`config.mk`:
```
export PLATFORM = sky130hd
export DESIGN_NAME = csr_trap_ctrl
export DESIGN_NICKNAME = d
export VERILOG_FILES = /design/src/rtl/csr_trap_ctrl.sv
export SDC_FILE = /design/constraint.sdc
export NUM_CORES = 1
export LEC_CHECK = 0
export CORE_MARGIN = 3
export CORE_UTILIZATION = 29
export CTS_CLUSTER_DIAMETER = 50
export DETAILED_ROUTE_END_ITERATION = 6
export PLACE_DENSITY_LB_ADDON = 0.08
export SKIP_CTS_REPAIR_TIMING = 1
export SYNTH_ARGS = -nofsm -noshare
export SYNTH_HDL_FRONTEND = slang
export SYNTH_SLANG_ARGS = --single-unit
```
`constraint.sdc`:
```
create_clock -name clk_i -period 12.68 [get_ports clk_i]
set_input_delay 1.902 -clock clk_i [delete_from_list [all_inputs] [get_ports clk_i]]
set_output_delay 1.902 -clock clk_i [all_outputs]
set_load 0.01 [all_outputs]
```
`src/rtl/csr_trap_ctrl.sv`:
```
// Machine-mode CSR file with trap/MRET redirect sequencing.
// Holds the M-mode CSRs and 64-bit counters, and sequences trap entry and return.
module csr_trap_ctrl #(
  parameter int          XLEN        = 32,
  parameter int          NUM_IRQ     = 16,
  parameter bit          VECTORED    = 1'b1,
  parameter logic [31:0] MTVEC_RESET = 32'h0000_0000
) (
  input  logic               clk_i,
  input  logic               rst_i,
  input  logic               csr_en_i,
  input  logic [1:0]         csr_op_i,
  input  logic [11:0]        csr_addr_i,
  input  logic [XLEN-1:0]    csr_wdata_i,
  output logic [XLEN-1:0]    csr_rdata_o,
  output logic               csr_illegal_o,
  input  logic               instr_retire_i,
  input  logic               exception_i,
  input  logic [XLEN-1:0]    exception_pc_i,
  input  logic [XLEN-1:0]    exception_cause_i,
  input  logic [XLEN-1:0]    exception_tval_i,
  input  logic               mret_i,
  input  logic [NUM_IRQ-1:0] irq_i,
  input  logic [XLEN-1:0]    irq_pc_i,
  output logic               trap_taken_o,
  output logic [XLEN-1:0]    trap_pc_o,
  output logic               mie_o
);

  localparam logic [XLEN-1:0] MIE_MASK =
    XLEN'(((64'd1 << NUM_IRQ) - 64'd1) << 16);
  localparam logic [XLEN-1:0] MTVEC_MASK =
    VECTORED ? 32'hFFFF_FFFD : 32'hFFFF_FFFC;

  typedef enum logic {RUN, REDIRECT} state_t;

  state_t state_q, state_d;

  logic            mstat_mie_q;
  logic            mstat_mpie_q;
  logic [XLEN-1:0] mie_q;
  logic [XLEN-1:0] mtvec_q;
  logic [XLEN-1:0] mscratch_q;
  logic [XLEN-1:0] mepc_q;
  logic [XLEN-1:0] mcause_q;
  logic [XLEN-1:0] mtval_q;
  logic [63:0]     mcycle_q;
  logic [63:0]     minstret_q;
  logic            trap_taken_q;
  logic [XLEN-1:0] trap_pc_q;

  logic [XLEN-1:0] mip;
  logic [XLEN-1:0] rd_val;
  logic            rd_hit;
  logic            wr_intent;
  logic            illegal;
  logic [XLEN-1:0] wr_val;
  logic            csr_we;

  logic [NUM_IRQ-1:0] pend;
  logic [4:0]         irq_idx;
  logic [4:0]         irq_code;
  logic               run;
  logic               take_exc;
  logic               take_mret;
  logic               take_irq;
  logic               take_trap;
  logic               event_any;
  logic [XLEN-1:0]    target;

  assign mip = XLEN'({irq_i, 16'h0000});

  always_comb begin
    rd_hit = 1'b1;
    rd_val = '0;
    case (csr_addr_i)
      12'h300: rd_val = {24'd0, mstat_mpie_q, 3'd0, mstat_mie_q, 3'd0};
      12'h304: rd_val = mie_q;
      12'h305: rd_val = mtvec_q;
      12'h340: rd_val = mscratch_q;
      12'h341: rd_val = mepc_q;
      12'h342: rd_val = mcause_q;
      12'h343: rd_val = mtval_q;
      12'h344: rd_val = mip;
      12'hB00: rd_val = mcycle_q[31:0];
      12'hB80: rd_val = mcycle_q[63:32];
      12'hB02: rd_val = minstret_q[31:0];
      12'hB82: rd_val = minstret_q[63:32];
      default: rd_hit = 1'b0;
    endcase
  end

  // set/clear with an all-zero operand is a pure read
  assign wr_intent = (csr_op_i == 2'b01) |
                     (csr_op_i[1] & (|csr_wdata_i));

  assign illegal = csr_en_i &
    (~rd_hit | ((csr_addr_i == 12'h344) & wr_intent));

  assign csr_illegal_o = illegal;
  assign csr_rdata_o   = illegal ? '0 : rd_val;

  always_comb begin
    case (csr_op_i)
      2'b01:   wr_val = csr_wdata_i;
      2'b10:   wr_val = rd_val | csr_wdata_i;
      2'b11:   wr_val = rd_val & ~csr_wdata_i;
      default: wr_val = rd_val;
    endcase
  end

  assign pend = irq_i & mie_q[16 +: NUM_IRQ];

  always_comb begin
    irq_idx = '0;
    for (int i = NUM_IRQ - 1; i >= 0; i--) begin
      if (pend[i]) irq_idx = 5'(i);
    end
  end

  assign irq_code = 5'd16 + irq_idx;

  assign run       = (state_q == RUN);
  assign take_exc  = run & exception_i;
  assign take_mret = run & ~exception_i & mret_i;
  assign take_irq  = run & ~exception_i & ~mret_i & ~csr_en_i &
                     mstat_mie_q & (|pend);
  assign take_trap = take_exc | take_irq;
  assign event_any = take_trap | take_mret;

  // a redirect or MRET in the same cycle drops the CSR write
  assign csr_we = run & csr_en_i & wr_intent & ~illegal &
                  ~exception_i & ~mret_i;

  always_comb begin
    target = trap_pc_q;
    unique case (1'b1)
      take_exc:  target = {mtvec_q[XLEN-1:2], 2'b00};
      take_mret: target = mepc_q;
      take_irq: begin
        target = {mtvec_q[XLEN-1:2], 2'b00};
        if (mtvec_q[0]) target = target + {25'd0, irq_code, 2'b00};
      end
      default: target = trap_pc_q;
    endcase
  end

  always_comb begin
    state_d = state_q;
    case (state_q)
      RUN:      if (event_any) state_d = REDIRECT;
      REDIRECT: state_d = RUN;
      default:  state_d = RUN;
    endcase
  end

  always_ff @(posedge clk_i or posedge rst_i) begin
    if (rst_i) begin
      state_q      <= RUN;
      trap_taken_q <= 1'b0;
      trap_pc_q    <= '0;
    end else begin
      state_q      <= state_d;
      trap_taken_q <= event_any;
      trap_pc_q    <= target;
    end
  end

  always_ff @(posedge clk_i or posedge rst_i) begin
    if (rst_i) begin
      mstat_mie_q  <= 1'b0;
      mstat_mpie_q <= 1'b0;
      mie_q        <= '0;
      mtvec_q      <= MTVEC_RESET;
      mscratch_q   <= '0;
      mepc_q       <= '0;
      mcause_q     <= '0;
      mtval_q      <= '0;
    end else begin
      if (take_trap) begin
        mstat_mpie_q <= mstat_mie_q;
        mstat_mie_q  <= 1'b0;
      end else if (take_mret) begin
        mstat_mie_q  <= mstat_mpie_q;
        mstat_mpie_q <= 1'b1;
      end else if (csr_we && csr_addr_i == 12'h300) begin
        mstat_mie_q  <= wr_val[3];
        mstat_mpie_q <= wr_val[7];
      end
      if (take_exc) begin
        mepc_q   <= exception_pc_i & ~32'h3;
        mcause_q <= exception_cause_i;
        mtval_q  <= exception_tval_i;
      end else if (take_irq) begin
        mepc_q   <= irq_pc_i & ~32'h3;
        mcause_q <= {1'b1, 26'd0, irq_code};
        mtval_q  <= '0;
      end else if (csr_we) begin
        case (csr_addr_i)
          12'h341: mepc_q   <= wr_val & ~32'h3;
          12'h342: mcause_q <= wr_val;
          12'h343: mtval_q  <= wr_val;
          default: ;
        endcase
      end
      if (csr_we) begin
        case (csr_addr_i)
          12'h304: mie_q      <= wr_val & MIE_MASK;
          12'h305: mtvec_q    <= wr_val & MTVEC_MASK;
          12'h340: mscratch_q <= wr_val;
          default: ;
        endcase
      end
    end
  end

  always_ff @(posedge clk_i or posedge rst_i) begin
    if (rst_i) begin
      mcycle_q   <= '0;
      minstret_q <= '0;
    end else begin
      if (csr_we && csr_addr_i == 12'hB00) begin
        mcycle_q[31:0] <= wr_val;
      end else if (csr_we && csr_addr_i == 12'hB80) begin
        mcycle_q[63:32] <= wr_val;
      end else begin
        mcycle_q <= mcycle_q + 64'd1;
      end
      if (csr_we && csr_addr_i == 12'hB02) begin
        minstret_q[31:0] <= wr_val;
      end else if (csr_we && csr_addr_i == 12'hB82) begin
        minstret_q[63:32] <= wr_val;
      end else if (instr_retire_i) begin
        minstret_q <= minstret_q + 64'd1;
      end
    end
  end

  assign trap_taken_o = trap_taken_q;
  assign trap_pc_o    = trap_pc_q;
  assign mie_o        = mstat_mie_q;

endmodule

```
## Word-level counts from Yosys, hierarchy flattened

Index checks and enable logic that the tools add are counted.

| cells by class | value |
|---|---|
| $add $sub $neg | 4 |
| eq/ne operators | 17 |
| muxes and demuxes | 49 |
| bitwise operators | 30 |
| reductions and logical operators | 24 |

Operators by type and width:

| cell | count |
|---|---|
| 2-to-1 mux 32 bit | 20 |
| case mux 32 bit (12 select lines) | 1 |
| case mux 32 bit (3 select lines) | 2 |
| adder 64 x 1 -> 64 bit, second input constant | 2 |
| equality test 12 x 10 -> 1 bit, second input constant | 8 |
| 2-to-1 mux 5 bit | 15 |
| 2-to-1 mux 64 bit | 1 |
| equality test 12 bit, second input constant | 4 |
| adder 32 x 7 -> 32 bit | 1 |
| AND 32 bit | 1 |
| inverter 32 bit | 1 |
| OR 32 bit | 1 |
| OR reduction 32 bit | 1 |
| nonzero test 3 bit | 6 |
| AND 16 bit | 1 |
| AND reduction 2 bit | 8 |
| OR reduction 16 bit | 1 |
| AND 1 bit | 15 |
| OR reduction 12 bit | 1 |
| 2-to-1 mux 1 bit | 8 |
| inverter 1 bit | 7 |
| adder 5 bit, first input constant | 1 |
| logical AND 1 bit | 5 |
| equality test 2 bit, second input constant | 2 |
| other kinds (6) | 11 |

| word-level totals | value |
|---|---|
| flip-flop bits (word level) | 339 |
| input bits | 196 |
| output and inout port bits | 67 |
| logic and storage cells | 139 |

## Depth between registers and ports, before layout

Gate-level depths: netlist of run 1.

| logic depth | value |
|---|---|
| word-level depth | 21 |
| mapped depth | 15 |

## Worst setup path before layout of run 1

No wires, ideal clock.

| path | value |
|---|---|
| path kind | input -> output |
| start point | input csr_wdata_i[11] |
| end point | output csr_rdata_o[21] |
| data arrival time | 4.283 ns |
| slack | 6.495 ns |
| stages | 10 |
| buffers on the path | 4 |
| cells stage by stage | or4_1 > or3_1 > buf_2 > or3_1 > buf_6 > buf_6 > a41oi_1 > nor2_1 > clkbuf_1 > nor2_1 |

| between the ends | value |
|---|---|
| word-level cells in the longest chain between the ends | 7 |

RTL lines:

| element | line | text |
|---|---|---|
| start, declared | 14 | `input logic [XLEN-1:0] csr_wdata_i,` |
| OR reduction 32 bit | 95 | `(csr_op_i[1] & (\|csr_wdata_i));` |
| AND 1 bit | 95 |  |
| OR 1 bit | 94 | `assign wr_intent = (csr_op_i == 2'b01) \|` |
| AND 1 bit | 98 | `(~rd_hit \| ((csr_addr_i == 12'h344) & wr_intent));` |
| OR 1 bit | 98 |  |
| AND 1 bit | 97 | `assign illegal = csr_en_i &` |
| via csr_illegal_o | 16 | `output logic csr_illegal_o,` |
| 2-to-1 mux 32 bit | 101 | `assign csr_rdata_o = illegal ? '0 : rd_val;` |
| end, declared | 15 | `output logic [XLEN-1:0] csr_rdata_o,` |

The timed path passes the listed nets, and every way through them passes these cells.

## Worst setup path in the final report of run 1

| path | value |
|---|---|
| start point | input csr_addr_i[6] |
| end point | output csr_rdata_o[16] |

| between the ends | value |
|---|---|
| word-level cells in the longest chain between the ends | 7 |

RTL lines:

| element | line | text |
|---|---|---|
| start, declared | 13 | `input logic [11:0] csr_addr_i,` |
| equality test 12 x 10 -> 1 bit, or another cell as far along | 76, 98 |  |
| OR reduction 12 bit (no source line) | n/a |  |
| 2-to-1 mux 1 bit | 76 | `case (csr_addr_i)` |
| inverter 1 bit | 98 |  |
| OR 1 bit | 98 |  |
| AND 1 bit | 97 |  |
| 2-to-1 mux 32 bit * | 101 |  |

Every way passes the cells marked *; elsewhere a longest branch is shown, timed or not.

==> run_results.csv, run 1 <==
group,metric,value,unit
clock_network,total_clock_buffers_created_by_cts,59,
logic_synthesis,postSynthAreaPerCell,8.32,um^2
clock_network,cts.root.buffer_cell,"sky130_fd_sc_hd__clkbuf_16",
clock_network,cts_tree,"yes",
final_layout,seqCellArea,8380,um^2
routing,detailed_route_wire_length_on_metal_1,57.2,mm
routing,drt-initial-drc-count,3291,
sta,slew_violations,0,
critical_path,path_class,"input pin to primary output",
sta,rsz0062_at_grt,"no",
routing,vias,24800,
placement,globalplace.congestion,1.01,
floorplan,initial_core_utilization,0.295,
placement,preCtsSetupSlack,4.05,ns
sta,final_critical_path_setup_slack,3.88,ns
placement,detailed_place_hpwl,101,mm
clock_network,clk_pin_slew_worst_paths,0.05,ns
global_route,grt_first_pass_wirelength,189,mm
logic_synthesis,yosysUniqueCellTypes,99,
logic_synthesis,synth-edff-count,0,
final_layout,multiInputGateArea,12800,um^2
power_and_ir_drop,vdd.ir_drop.worst,0.000105,V
floorplan,floorplan.die_area,79400,um^2
critical_path,timing.critical_path.arrival,6.90,ns
clock_network,maximum_clock_path_buffer_count,3,
floorplan,std_cell_rows,100,
power_and_ir_drop,report.power.total,3530,uW
final_layout,final_layout_size_suffix_gt1_frac,0.0959,
critical_path,required_time_of_the_critical_path,10.78,ns
floorplan,die_height,282,um
clock_network,cts_htree_levels,2,
floorplan,fp.coreArea,74800,um^2
sta,achievable-frequency,114,MHz
final_layout,layout.nets,3036,
routing,detailroute.wirelength.met3,12.9,mm
logic_synthesis,flip_flop_and_latch_count_after_synthesis,335,
sta,max-slew-margin-rel,0.0808,
logic_synthesis,postSynthCellCount,2650,
floorplan,io_pins,263,
sta,min_period_over_period,0.694,
final_layout,mostFrequentLayoutCells,"335 x sky130_fd_sc_hd__dfrtp_1, 269 x sky130_fd_sc_hd__nand2_1, 254 x sky130_fd_sc_hd__clkdlybuf4s50_1, 238 x sky130_fd_sc_hd__o21ai_0, 210 x sky130_fd_sc_hd__nor2_1",
logic_synthesis,mappedNetlistArea,22000,um^2
global_route,grt_max_degree,102,
sta,tns,0,ns
final_layout,flow.area_growth_from_synthesis,25.5,%
routing,drc,0,
sta,worstMarginPinSlew,1.37,ns
global_route,first_global_vias,23400,
logic_synthesis,synth.yosys.warnings,0,
routing,top_layer_used_by_detailed_routing,"met5",
sta,hold_viol_final,0,
final_layout,fillerInstances,7786,
critical_path,worstSetupStartpointType,"input pin",
run_status,run_status,"finished clean",
logic_synthesis,seq_area_frac_synth,0.380,
global_route,grt.total_usage,0.338,
sta,hold-worst-slack,0.479,ns
clock_network,clock_sink_count,335,
sta,final_period_minus_worst_setup_slack,8.80,ns
power_and_ir_drop,power.density,128,nW/um^2
routing,avgRoutedWirePerCell,35.8,um
placement,port_buffers,256,
routing,detail_route.wirelength,138,mm
logic_synthesis,synthArstFlopShare,1.00,
power_and_ir_drop,total_leakage_power,0.0105,uW
routing,drtPass1Iterations,6,
global_route,antenna_violations_before_repair,10,
routing,route.antenna.remaining_nets,0,
run,drv.max_cap_violation_count,0,
logic_synthesis,synth_top_flop_cell,"sky130_fd_sc_hd__dfrtp_1",
global_route,grt-ovfl-total,0,
critical_path,timing.critical_path.fanout_max,28,
floorplan,die-width,282,um
clock_network,insertion_delay,0.64,ns
sta,setup-violations-final,0,
sta,finalClockSkew,0.0323,ns
min_path,hold_class,"flop to flop",
routing,dr_wl_met2,60.6,mm
final_layout,layout.cells.most_common,"sky130_fd_sc_hd__dfrtp_1",
critical_path,endpoint_kind,"primary output",
routing,route.detailed.vias_per_inst,6.43,
## report_power, final
group | switching [uW] | internal [uW]
logic | 375 | 223
registers | 126 | 1170
clock network | 619 | 1020
## critical path: stages
cell	delay, ns
sky130_fd_sc_hd__clkdlybuf4s50_1	0.90
sky130_fd_sc_hd__nor4_4	0.70
sky130_fd_sc_hd__buf_4	0.53
sky130_fd_sc_hd__nand4_1	0.37
sky130_fd_sc_hd__o2111a_1	0.38
sky130_fd_sc_hd__a41oi_1	0.51
sky130_fd_sc_hd__nor2_2	0.37
sky130_fd_sc_hd__a21oi_1	0.52
sky130_fd_sc_hd__clkdlybuf4s50_1	0.66
## metal layers
layer,track usage,vias up
li1,-,10500
met1,0.456,12600
met2,0.519,1430
met3,0.0730,266
met4,0.152,2
met5,0.0119,-
## final timing paths
kind                                           start                    endpoint  slack [ns]  depth (start not counted)
setup / recovery                       csr_addr_i[6]             csr_rdata_o[16]        3.88                          9
hold / removal             mscratch_q[4]$_DFFE_PP0P_   mscratch_q[4]$_DFFE_PP0P_        0.48                          2
setup reg to reg               mie_q[30]$_DFFE_PP0P_   trap_pc_o[28]$_DFFE_PP0P_        8.20                         16
hold reg to reg            mscratch_q[4]$_DFFE_PP0P_   mscratch_q[4]$_DFFE_PP0P_        0.48                          2
max in group asynchronous                      rst_i  minstret_q[55]$_DFFE_PP0P_        8.61                          4
min in group asynchronous                      rst_i    mcause_q[22]$_DFFE_PP0P_        1.74                          2
## registers in the layout (all words and copies together), names as in the netlist
register	count
state_q	1
mstat_mpie_q	1
minstret_q	64
mcause_q	32
mtvec_q	31
trap_pc_o	30
mie_o	1
trap_taken_o	1
mscratch_q	32
mepc_q	30
mtval_q	32
mie_q	16
mcycle_q	64
## synth_stat cells (all sizes together) (15+ instances only)
master	instances	area share
nand2	271	0.046
a21o	19	0.0065
a31oi	50	0.014
mux2i	66	0.030
xnor2	43	0.017
a22o	33	0.013
a21oi	196	0.044
a211oi	29	0.0099
or2	15	0.0043
and3	51	0.015
a221oi	20	0.0082
a32oi	29	0.012
clkbuf	139	0.024
nand3	109	0.025
nor3	83	0.020
buf	72	0.016
o211ai	35	0.012
xor2	17	0.0068
dfrtp	335	0.38
nor4	52	0.017
nand4	69	0.020
inv	35	0.0060
o22ai	27	0.0077
a22oi	67	0.023
a222oi	16	0.0073
o21ai	248	0.056
and2	23	0.0065
nor2	217	0.038
or3	19	0.0056
## area by class of cell
| cell class | instances | area share |
|---|---|---|
| multi-input combinational | 2069 | 0.463 |
| inverter | 36 | 0.00515 |
| timing repair buffer | 332 | 0.113 |
| clock buffer | 75 | 0.0580 |
| sequential | 335 | 0.303 |
| tap | 969 | 0.0438 |
| clock inverter | 31 | 0.0135 |
| antenna | 5 | 0.000452 |
## cells by family after synthesis
kind of cell | synth area share
compound gates | 0.279
fa+ha+maj | 0.00431
mux | 0.0366
flops | 0.380
xor+xnor | 0.0238
other cells | 0.000170
simple gates | 0.230
buf+inv | 0.0462
## metrics by stage
step / area, um^2 / util / std cells
3_5_place_dp: 25700 / 0.343 / 3741
3_3_place_gp: 25700 / 0.343 / 3741
2_1_floorplan: 22100 / - / 2651
5_1_grt: 27700 / 0.370 / 3847
6_report: 27700 / 0.370 / 3852
4_1_cts: 27700 / 0.370 / 3847
Note: power is estimated with default switching activity, not from simulation.
==> run 2, diff against run 1 <==
==> constraint.sdc (replaced) <==
create_clock -name clk_i -period 8.85 [get_ports clk_i]
set_input_delay 1.3275 -clock clk_i [delete_from_list [all_inputs] [get_ports clk_i]]
set_output_delay 1.3275 -clock clk_i [all_outputs]
set_load 0.01 [all_outputs]
==> run_results.csv, run 2 (synthesis results as in run 1) <==
group,metric,value,unit
run_status,run_status,"finished with violations",
run_status,violations,"DRC",
floorplan,floorplan.die_area,79400,um^2
power_and_ir_drop,switching_share,0.321,
power_and_ir_drop,power_frac_seq,0.363,
clock_network,cts_htree_levels,2,
run,drv.max_cap_violation_count,0,
clock_network,cts_tree,"yes",
final_layout,layout_top_registers,"mcycle_q (64), minstret_q (64)",
floorplan,die-width,282,um
clock_network,cts.root.buffer_cell,"sky130_fd_sc_hd__clkbuf_16",
routing,route.detailed.vias_per_inst,6.35,
global_route,grt-ovfl-total,0,
critical_path,source_of_the_critical_timing_path,"csr_wdata_i[25]",
sta,finalClockSkew,0.0454,ns
critical_path,worst_r2r_path_cells,14,
routing,drt-initial-drc-count,3030,
sta,tns,0,ns
power_and_ir_drop,power_switching,1650,uW
routing,route.antenna.remaining_nets,0,
power_and_ir_drop,p_comb_frac,0.167,
floorplan,std_cell_rows,100,
sta,rsz0062_at_grt,"no",
global_route,grt_max_degree,140,
sta,hold_viol_final,0,
critical_path,r2r_end,"trap_pc_o[24]$_DFFE_PP0P_",
global_route,grt_first_pass_wirelength,188,mm
final_layout,mostFrequentLayoutCells,"335 x sky130_fd_sc_hd__dfrtp_1, 269 x sky130_fd_sc_hd__nand2_1, 254 x sky130_fd_sc_hd__clkdlybuf4s50_1, 238 x sky130_fd_sc_hd__o21ai_0, 210 x sky130_fd_sc_hd__nor2_1",
routing,drc,1,
floorplan,die_height,282,um
sta,max-slew-margin-rel,0.126,
critical_path,worstSetupStartpointType,"input pin",
clock_network,total_clock_buffers_created_by_cts,60,
global_route,antenna_violations_before_repair,12,
critical_path,critical_path.cell_chain,"clkdlybuf4s50_1 > nor4_1 > nand4_1 > or3_1 > a41oi_1 > nor2_2 > a21oi_1 > clkdlybuf4s50_1",
routing,vias,24600,
clock_network,clock_sink_count,335,
min_path,hold_class,"flop to flop",
final_layout,layout.cells.most_common,"sky130_fd_sc_hd__dfrtp_1",
power_and_ir_drop,clock_power_share,0.470,
placement,detailed_place_hpwl,102,mm
power_and_ir_drop,cell_internal_pwr,3490,uW
sta,setup-violations-final,0,
global_route,groute.layer.met2.usage,0.519,
critical_path,timing.critical_path.fanout_max,13,
sta,slew_violations,0,
critical_path,endpoint_kind,"primary output",
placement,port_buffers,256,
routing,avgRoutedWirePerCell,35.4,um
routing,detail_route.wirelength,137,mm
placement,dp.cells,3749,
global_route,first_global_vias,23100,
clock_network,maximum_clock_path_buffer_count,3,
floorplan,io_pins,263,
power_and_ir_drop,vdd.ir_drop.worst,0.000194,V
sta,worstMarginPinSlew,1.31,ns
routing,drtPass1Iterations,7,
global_route,grt.total_usage,0.336,
critical_path,rr_startpoint,"mie_q[31]$_DFFE_PP0P_",
global_route,gr-usage-met1,0.441,
power_and_ir_drop,total_leakage_power,0.0106,uW
placement,globalplace.congestion,1.04,
final_layout,layout.nets,3045,
clock_network,insertion_delay,0.65,ns
critical_path,critical_path.most_common_cell,"sky130_fd_sc_hd__clkdlybuf4s50_1",
critical_path,timing.critical_path.arrival,6.33,ns
clock_network,clk_pin_slew_worst_paths,0.05,ns
final_layout,final-instance-count-excl-fill,3864,
sta,min_period_over_period,0.865,
sta,final_period_minus_worst_setup_slack,7.66,ns
final_layout,final_layout_size_suffix_gt1_frac,0.101,
global_route,gr-usage-met3,0.0823,
critical_path,cp_slowest_stage_delay,0.88,ns
critical_path,setup.reg_to_reg.worst_slack,3.91,ns
sta,achievable-frequency,131,MHz
power_and_ir_drop,power.density,185,nW/um^2
critical_path,required_time_of_the_critical_path,7.52,ns
final_layout,flow.area_growth_from_synthesis,26.0,%
floorplan,initial_core_utilization,0.295,
critical_path,path_class,"input pin to primary output",
global_route,top_usage_layer,"met2",
critical_path,critical_path.slowest_cell,"sky130_fd_sc_hd__nor4_1",
floorplan,fp.coreArea,74800,um^2
critical_path,critPathCapture,"csr_rdata_o[16]",
-- run 2: cell types whose count changed in the layout (fill, tap and decap cells not counted), moves of 2 or more --
cell	change
sky130_fd_sc_hd__buf_4	+7
sky130_fd_sc_hd__clkinvlp_4	+6
sky130_fd_sc_hd__clkbuf_1	-4
sky130_fd_sc_hd__diode_2	-3
sky130_fd_sc_hd__inv_6	+3
sky130_fd_sc_hd__clkbuf_16	+2
sky130_fd_sc_hd__clkinv_2	+2
sky130_fd_sc_hd__clkinv_4	-2
-- run 2: critical path, delay by kind of cell --
| family | cells | cell delay [ns] |
|---|---|---|
| buffers and inverters | 2 | 1.15 |
| AOI/OAI and AO/OA | 2 | 1.22 |
| and+or+nand+nor | 4 | 2.61 |
-- run 2: worst min-delay path by stage --
stage                                      end  slack [ns]                        from  cells after the start
detailed placement  mscratch_q[30]$_DFFE_PP0P_        0.46  mscratch_q[30]$_DFFE_PP0P_                      2
floorplan           mscratch_q[29]$_DFFE_PP0P_        0.44  mscratch_q[29]$_DFFE_PP0P_                      2
global route        mscratch_q[30]$_DFFE_PP0P_        0.49  mscratch_q[30]$_DFFE_PP0P_                      2
global placement    mscratch_q[30]$_DFFE_PP0P_        0.46  mscratch_q[30]$_DFFE_PP0P_                      2
CTS                 mscratch_q[30]$_DFFE_PP0P_        0.47  mscratch_q[30]$_DFFE_PP0P_                      2
finish              mscratch_q[30]$_DFFE_PP0P_        0.48  mscratch_q[30]$_DFFE_PP0P_                      2
-- run 2: layout make-up --
cell class / count / area, um^2
sequential: 335 / 8380
clock inverter: 39 / 412
inverter: 36 / 139
fill: 7736 / 47000
antenna: 2 / 5.00
clock buffer: 74 / 1660
multi-input combinational: 2069 / 12800
tap: 969 / 1210
timing repair buffer: 340 / 3200
-- run 2: metal layers --
metal  wire length, um  share of wire
met2             60100           0.44
met3             13300          0.098
met5                29        0.00021
met1             55400           0.41
met4              7730          0.057
-- run 2: metrics by stage --
| stage | hold WS [ns] | cell area (um^2) | setup slack (ns) | total power [uW] | utilization |
|---|---|---|---|---|---|
| after floorplan | 0.442 | 22100 | 3.05 | 2210 | - |
| after global placement | 0.457 | 25700 | 1.64 | 2720 | 0.344 |
| after detailed placement | 0.463 | 25700 | 1.60 | 2720 | 0.344 |
| after CTS | 0.474 | 27800 | 1.59 | 5140 | 0.371 |
| after global routing | 0.488 | 27800 | 1.49 | 5290 | 0.371 |
| final | 0.478 | 27800 | 1.19 | 5130 | 0.371 |
-- run 2: power groups by stage --
stage                     Clock [uW]  Combinational [uW]  Sequential [uW]
after floorplan                    0                 399             1810
after global placement             0                 835             1880
after detailed placement           0                 839             1880
after CTS                       2440                 843             1860
after global routing            2510                 901             1880
final                           2410                 856             1870
